### src/rtl/flasher_sequencer_if.sv
// Signal bundle between the host/flasher side and flasher_sequencer.
// FLASHER_SEQ_STATS_EN adds the total_runs statistics output.
interface flasher_sequencer_if;
  localparam int unsigned LED_W = 16;
  localparam int unsigned RC_W  = 4;
  localparam int unsigned TR_W  = 8;

  logic              start_req;
  logic [RC_W-1:0]   run_count;
  logic              kick_req;
  logic              abort;
  logic [LED_W-1:0]  led;
  logic              start_ack;
  logic              flick;
  logic              fl_rst_n;
  logic              busy;
  logic              done;
  logic              err;
`ifdef FLASHER_SEQ_STATS_EN
  logic [TR_W-1:0]   total_runs;

  modport master (
    output start_req, run_count, kick_req, abort, led,
    input  start_ack, flick, fl_rst_n, busy, done, err, total_runs
  );
  modport slave (
    input  start_req, run_count, kick_req, abort, led,
    output start_ack, flick, fl_rst_n, busy, done, err, total_runs
  );
`else
  modport master (
    output start_req, run_count, kick_req, abort, led,
    input  start_ack, flick, fl_rst_n, busy, done, err
  );
  modport slave (
    input  start_req, run_count, kick_req, abort, led,
    output start_ack, flick, fl_rst_n, busy, done, err
  );
`endif
endinterface

### src/rtl/flasher_sequencer.sv
// Run sequencer in front of bound_flasher: launches N flash sequences, injects kickbacks,
// watches the LED bus for completion/stall. FLASHER_SEQ_STATS_EN adds a completed-sequence counter.
module flasher_sequencer #(
  parameter int unsigned TIMEOUT_CYC = 256,
  parameter int unsigned TO_W        = 9
) (
  input  logic               clk,
  input  logic               rst,
  flasher_sequencer_if.slave bus
);
  localparam int unsigned LED_W = 16;
  localparam int unsigned RC_W  = 4;
  localparam logic [LED_W-1:0] KICK_HI = 16'h003F;
  localparam logic [LED_W-1:0] KICK_LO = 16'h0001;

  typedef enum logic [2:0] {
    S_IDLE,
    S_FLRST,
    S_LAUNCH,
    S_RUN,
    S_ERR
  } state_t;

  state_t            state_q, state_d;
  logic [RC_W-1:0]   remaining_q, remaining_d;
  logic              kick_pend_q, kick_pend_d;
  logic [TO_W-1:0]   stall_q, stall_d;
  logic [LED_W-1:0]  led_q;

  logic start_ack_q, start_ack_d;
  logic flick_q, flick_d;
  logic fl_rst_n_q, fl_rst_n_d;
  logic busy_q, busy_d;
  logic done_q, done_d;
  logic err_q, err_d;

  logic            led_chg;
  logic            in_win;
  logic            watching;
  logic [TO_W-1:0] stall_inc;
  logic            timeout;

  // LED activity and stall detection
  assign led_chg   = (bus.led != led_q);
  assign in_win    = (bus.led == KICK_HI) || (bus.led == KICK_LO);
  assign watching  = (state_q == S_LAUNCH) || (state_q == S_RUN);
  assign stall_inc = stall_q + TO_W'(1);
  assign timeout   = watching && !led_chg && (stall_inc == TO_W'(TIMEOUT_CYC));

  always_ff @(posedge clk or negedge rst) begin
    if (!rst) begin
      state_q     <= S_IDLE;
      remaining_q <= '0;
      kick_pend_q <= 1'b0;
      stall_q     <= '0;
      led_q       <= '0;
      start_ack_q <= 1'b0;
      flick_q     <= 1'b0;
      fl_rst_n_q  <= 1'b0;
      busy_q      <= 1'b0;
      done_q      <= 1'b0;
      err_q       <= 1'b0;
    end else begin
      state_q     <= state_d;
      remaining_q <= remaining_d;
      kick_pend_q <= kick_pend_d;
      stall_q     <= stall_d;
      led_q       <= bus.led;
      start_ack_q <= start_ack_d;
      flick_q     <= flick_d;
      fl_rst_n_q  <= fl_rst_n_d;
      busy_q      <= busy_d;
      done_q      <= done_d;
      err_q       <= err_d;
    end
  end

  // Next state and next registered outputs; abort > timeout > completion > kick
  always_comb begin
    state_d     = state_q;
    remaining_d = remaining_q;
    kick_pend_d = kick_pend_q;
    stall_d     = '0;
    start_ack_d = 1'b0;
    flick_d     = 1'b0;
    fl_rst_n_d  = 1'b1;
    done_d      = 1'b0;
    err_d       = 1'b0;

    if ((state_q != S_IDLE) && bus.abort) begin
      state_d     = S_IDLE;
      fl_rst_n_d  = 1'b0;
      kick_pend_d = 1'b0;
    end else if (timeout) begin
      state_d    = S_ERR;
      err_d      = 1'b1;
      fl_rst_n_d = 1'b0;
    end else begin
      unique case (state_q)
        S_IDLE: begin
          if (bus.start_req) begin
            remaining_d = (bus.run_count == '0) ? RC_W'(1) : bus.run_count;
            kick_pend_d = 1'b0;
            start_ack_d = 1'b1;
            fl_rst_n_d  = 1'b0;
            state_d     = S_FLRST;
          end
        end
        S_FLRST: begin
          flick_d = 1'b1;
          state_d = S_LAUNCH;
        end
        S_LAUNCH: begin
          if (bus.led != '0) state_d = S_RUN;
          else               flick_d = 1'b1;
        end
        S_RUN: begin
          if (bus.led == '0) begin
            remaining_d = remaining_q - RC_W'(1);
            if (remaining_q <= RC_W'(1)) begin
              done_d      = 1'b1;
              kick_pend_d = 1'b0;
              state_d     = S_IDLE;
            end else begin
              flick_d = 1'b1;
              state_d = S_LAUNCH;
            end
          end else begin
            // hold flick while inside the window; retire the kick once led moves on
            if (kick_pend_q && in_win)       flick_d     = 1'b1;
            else if (kick_pend_q && flick_q) kick_pend_d = 1'b0;
            if (bus.kick_req && !kick_pend_q) kick_pend_d = 1'b1;
          end
        end
        S_ERR: begin
          kick_pend_d = 1'b0;
          state_d     = S_IDLE;
        end
        default: state_d = S_IDLE;
      endcase
    end

    if ((state_d == state_q) && watching && !led_chg) stall_d = stall_inc;
    busy_d = (state_d != S_IDLE);
  end

  assign bus.start_ack = start_ack_q;
  assign bus.flick     = flick_q;
  assign bus.fl_rst_n  = fl_rst_n_q;
  assign bus.busy      = busy_q;
  assign bus.done      = done_q;
  assign bus.err       = err_q;

`ifdef FLASHER_SEQ_STATS_EN
  localparam int unsigned TR_W = 8;
  logic [TR_W-1:0] total_runs_q;
  logic            run_cmpl;

  // one count per sequence completed in RUN, saturating
  assign run_cmpl = (state_q == S_RUN) && (bus.led == '0) && !bus.abort && !timeout;

  always_ff @(posedge clk or negedge rst) begin
    if (!rst) begin
      total_runs_q <= '0;
    end else if (run_cmpl && (total_runs_q != {TR_W{1'b1}})) begin
      total_runs_q <= total_runs_q + TR_W'(1);
    end
  end

  assign bus.total_runs = total_runs_q;
`endif
endmodule

### src/flat_wrapper.sv
// flat-port wrapper written by rule: the top's interface ports become plain ports
module flasher_sequencer_flat 
#(
  parameter int unsigned TIMEOUT_CYC = 256,
  parameter int unsigned TO_W        = 9
)
  (clk, rst, bus_start_req, bus_run_count, bus_kick_req, bus_abort, bus_led, bus_start_ack, bus_flick, bus_fl_rst_n, bus_busy, bus_done, bus_err);
  flasher_sequencer_if bus_i ();
  input  logic clk;
  input  logic rst;
  input wire logic [$bits(bus_i.start_req)-1:0] bus_start_req;
  input wire logic [$bits(bus_i.run_count)-1:0] bus_run_count;
  input wire logic [$bits(bus_i.kick_req)-1:0] bus_kick_req;
  input wire logic [$bits(bus_i.abort)-1:0] bus_abort;
  input wire logic [$bits(bus_i.led)-1:0] bus_led;
  output wire logic [$bits(bus_i.start_ack)-1:0] bus_start_ack;
  output wire logic [$bits(bus_i.flick)-1:0] bus_flick;
  output wire logic [$bits(bus_i.fl_rst_n)-1:0] bus_fl_rst_n;
  output wire logic [$bits(bus_i.busy)-1:0] bus_busy;
  output wire logic [$bits(bus_i.done)-1:0] bus_done;
  output wire logic [$bits(bus_i.err)-1:0] bus_err;
  assign bus_i.start_req = bus_start_req;
  assign bus_i.run_count = bus_run_count;
  assign bus_i.kick_req = bus_kick_req;
  assign bus_i.abort = bus_abort;
  assign bus_i.led = bus_led;
  assign bus_start_ack = bus_i.start_ack;
  assign bus_flick = bus_i.flick;
  assign bus_fl_rst_n = bus_i.fl_rst_n;
  assign bus_busy = bus_i.busy;
  assign bus_done = bus_i.done;
  assign bus_err = bus_i.err;
  flasher_sequencer #(.TIMEOUT_CYC(TIMEOUT_CYC), .TO_W(TO_W)) u_core (.clk(clk), .rst(rst), .bus(bus_i));
endmodule
### config.mk
export PLATFORM = sky130hd
export DESIGN_NAME = flasher_sequencer_flat
export DESIGN_NICKNAME = d
export VERILOG_FILES = /design/src/rtl/flasher_sequencer_if.sv /design/src/rtl/flasher_sequencer.sv /design/src/flat_wrapper.sv
export SDC_FILE = /design/constraint.sdc
export NUM_CORES = 1
export LEC_CHECK = 0
export ABC_AREA = 1
export ABC_CLOCK_PERIOD_IN_PS = 2400
export CAP_MARGIN = 10
export CORE_UTILIZATION = 54
export DETAILED_ROUTE_END_ITERATION = 6
export GPL_TIMING_DRIVEN = 0
export PLACE_DENSITY = 0.88
export SLEW_MARGIN = 25
export SYNTH_ARGS = -nofsm -noshare
export SYNTH_HDL_FRONTEND = slang
export SYNTH_SLANG_ARGS = --single-unit
### constraint.sdc
create_clock -name clk -period 2.4 [get_ports clk]
set_input_delay 0.6 -clock clk [delete_from_list [all_inputs] [get_ports clk]]
set_output_delay 0.6 -clock clk [all_outputs]
set_load 0.02 [all_outputs]
==> metrics.md <==
| Metric | Value |
|---|---|
| Crit path DAT | `2410 ps` |
| Residual DRC | `0` |
| Sequential Power Share | `0.410` |
| Via-per-instance ratio | `4.89` |
| Levels on crit path | `14` |
| Largest family of logic cells by synthesized area | `simple AND/OR/NAND/NOR gates` |
| Top post-synthesis cells by count | `nand2_1, inv_1, nor2_1` |
| Net switching power | `0.762 mW` |
| Placed Area | `2710 sq um` |
| Critical path startpoint category | `input pin` |
| Synth Area in Compound Gates | `0.0516` |
| Mapped cell area | `2330 sq um` |
| Max VDD drop | `0.000492 V` |
| Setup WS post-layout | `180 ps` |
| Synth unique cells | `28` |
| Critical path's top delay family | `simple AND/OR/NAND/NOR gates` |
| WS Path Type | `in -> reg` |
| Top cell by count, worst path | `nand2_1` |
| Internal power | `1.25 mW` |
| Global-route total usage across every layer | `0.224` |
| Worst path max stage delay | `550 ps` |
| Yosys top cell area share | `0.419` |
| Outcome | `finished, final reports clean` |
| Mux contribution to synthesized area | `0` |
| GPL Wtd Cong | `0.837` |
| Placed cells | `404` |
| Async S/R FF share, synth | `1.00` |
| Nets@finish | `390` |
| Power density over the cells | `717 nW/um^2` |
| Final setup fails | `0` |
| N_diodes | `0` |
| Clk pwr share | `0.214` |
| Initial DRC count | `108` |
| Slew margin rel. | `0.736` |
| Crit path max fanout | `9` |
| Max frequency | `450 MHz` |
| Wire per inst | `11.2 um` |
| Clock Tree Root | `clkbuf_8` |
| Post-CTS Setup Bufs | `0` |
| Finished Cell Area | `2800 sq um` |
| Leak Pwr | `1.42 nW` |
| Switch share | `0.379` |
| Adder-cell share of the synthesized area | `0.0215` |
| Via count | `2016` |
| Worst min path class | `in -> async` |
| Yosys warns | `0` |
| Routed Wire Length | `4620 um` |
| Skew final | `8.32 ps` |
| Die W | `67.7 um` |
| Slew @ Worst Pin | `395 ps` |
| Num CTS Buffers | `5` |
| Total clock sinks | `39` |
| Place WS | `-137 ps` |
| #FFs+latches synth | `39` |
| Starting Density | `0.574` |
| Final Hold Fails | `0` |
| # hold bufs at CTS | `0` |
| Post-Syn Instances | `323` |
| Filler Cell Count | `325` |
| RSZ-0062 raised after global routing | `false` |
| Pwr Total | `2.01 mW` |
| Htree depth | `2` |
| Synth Net Count | `352` |
| Post-route insts no fill | `412` |
| Fin crit period | `2220 ps` |
| Register Area | `976 sq um` |
| Vias in the first global route | `1735` |
| Critical Path End Type | `register` |
| Grt ovf | `0` |
| TritonCTS clock tree | `built` |
| Synth area leader | `dfrtp_1` |
| Count leader, synth | `nand2_1` |
| Largest net degree at the start of global routing | `30` |
| Core Region | `4060 sq um` |
| Multi-input logic area | `1130 sq um` |
| R2R cell count | `12` |
| XOR/XNOR Fraction of Synth Area | `0.0451` |
| Logic pwr share | `0.376` |
| Mean Syn Cell Area | `7.21 sq um` |
| Die H | `67.7 um` |
| I/O pin count | `31` |
| Antenna viol nets, final | `0` |
| Max-slew violations | `0` |
| Worst-path clk slew | `80 ps` |
| TNS Setup | `0 ps` |
| Slowest CP cell | `clkdlybuf4s50_1` |
| Rows | `23` |
| Post-synth EDFFs | `0` |
| Hpwl dp | `3590 um` |
| Max cap viols | `0` |
| Register area share after synthesis | `0.419` |
| CTS resizes | `0` |
| First-pass GRT wire length | `7400 um` |
| Crit path cell chain | `clkdlybuf4s50_1 > inv_1 > nand2_1 > nand2_1 > inv_1 > nand2_1 > nor2_1 > nand2_1 > nor2_2 > nand4_1 > nand3_1 > nand2_1 > nand3_4 > nor2_1` |
| Top post-synthesis cells by area | `dfrtp_1, nand2_1, inv_1` |
| Crit share post-route | `0.925` |
| WP data required | `2590 ps` |
| IO Port Bufs | `30` |
| DRT Pass-1 Iters | `4` |
| Clock Latency Late Sink | `300 ps` |
| Fraction of layout cells with a size suffix above 1 | `0.0939` |
| Most used DFF post-synth | `dfrtp_1` |
| Worst Path Buf+Inv | `3` |
| P&R area growth vs syn | `20.4%` |
| Post-synthesis simple-gate area fraction | `0.361` |
| Clk buf depth | `2` |
| Die area | `4580 sq um` |
| Initial antenna violation count | `0` |
==> area by class of cell <==
type / count / share of cell area
multi-input combinational: 221 / 0.402
tap: 50 / 0.0223
inverter: 63 / 0.0844
clock buffer: 5 / 0.0246
sequential: 39 / 0.348
clock inverter: 3 / 0.00536
timing repair buffer: 31 / 0.113
==> metal layers <==
metal  routed length (um)  global-route usage  up-vias
met5                    0                   0        -
met4                   78              0.0798        0
met3                  159              0.0507        6
met2                 2300               0.394       42
met1                 2080               0.264      902
li1                     -                   -     1066
==> sequential cells by signal, indices dropped and copies added, names as in the netlist, 3 cells and up <==
| name | flops |
|---|---|
| u_core.led_q | 16 |
| u_core.stall_q | 9 |
| u_core.remaining_q | 4 |
| u_core.state_q | 3 |
==> cell usage in the layout, fill, tap and decap left out, types with 5 or more instances in the layout <==
| cell type | instances |
|---|---|
| nand2_1 | 85 |
| inv_1 | 60 |
| nor2_1 | 47 |
| dfrtp_1 | 39 |
| clkdlybuf4s50_1 | 28 |
| nand3_1 | 22 |
| a21oi_1 | 7 |
| xnor2_1 | 6 |
| nand4_1 | 6 |
| xor2_1 | 6 |
| nor2_2 | 5 |
| o21ai_0 | 5 |
| nor3_1 | 5 |
| clkbuf_8 | 5 |
==> per-stage QoR <==
| step | util | hold slack, ps |
|---|---|---|
| floorplan | - | 304 |
| detailed placement | 0.667 | 502 |
| CTS | 0.688 | 176 |
| global placement | 0.663 | 495 |
| finish | 0.691 | 172 |
| global route | 0.691 | 179 |
==> worst reg2reg max path: stages, from the launching register on <==
cell,delay (ps)
dfrtp_1,440
ha_1,260
nand2_2,110
inv_1,50
nor2_1,170
nor2_1,90
nand3_1,90
nor2_1,40
nand4_1,100
nand3_1,150
nand2_1,150
nand3_4,130
nor2_1,120
==> final timing paths <==
path                                        from                    end  slack, ps
max                                   bus_led[3]      u_core.stall_q[2]        180
min                                          rst       u_core.led_q[11]        170
max reg2reg                    u_core.stall_q[0]      u_core.stall_q[2]        430
min reg2reg                u_core.remaining_q[1]  u_core.remaining_q[1]        520
max in group asynchronous                    rst       u_core.bus.flick       1780
min in group clk           u_core.remaining_q[1]  u_core.remaining_q[1]        520
==> logic make-up (layout without fill, tap and decap cells) <==
group,Yosys count,count (layout)
buffers and inverters,63,102
AOI/OAI and AO/OA,20,20
and+or+nand+nor,185,185
adders and majority gates,4,4
xor gates and xnor gates,12,12
DFF,39,39
==> power groups by stage <==
stage | clock network (mW) | registers [mW] | logic [mW]
2_1_floorplan | 0 | 0.859 | 0.490
3_3_place_gp | 0 | 0.833 | 0.715
3_5_place_dp | 0 | 0.836 | 0.742
4_1_cts | 0.439 | 0.823 | 0.746
5_1_grt | 0.464 | 0.836 | 0.847
6_report | 0.431 | 0.824 | 0.756
No activity file was read; power rests on OpenSTA's default activity.
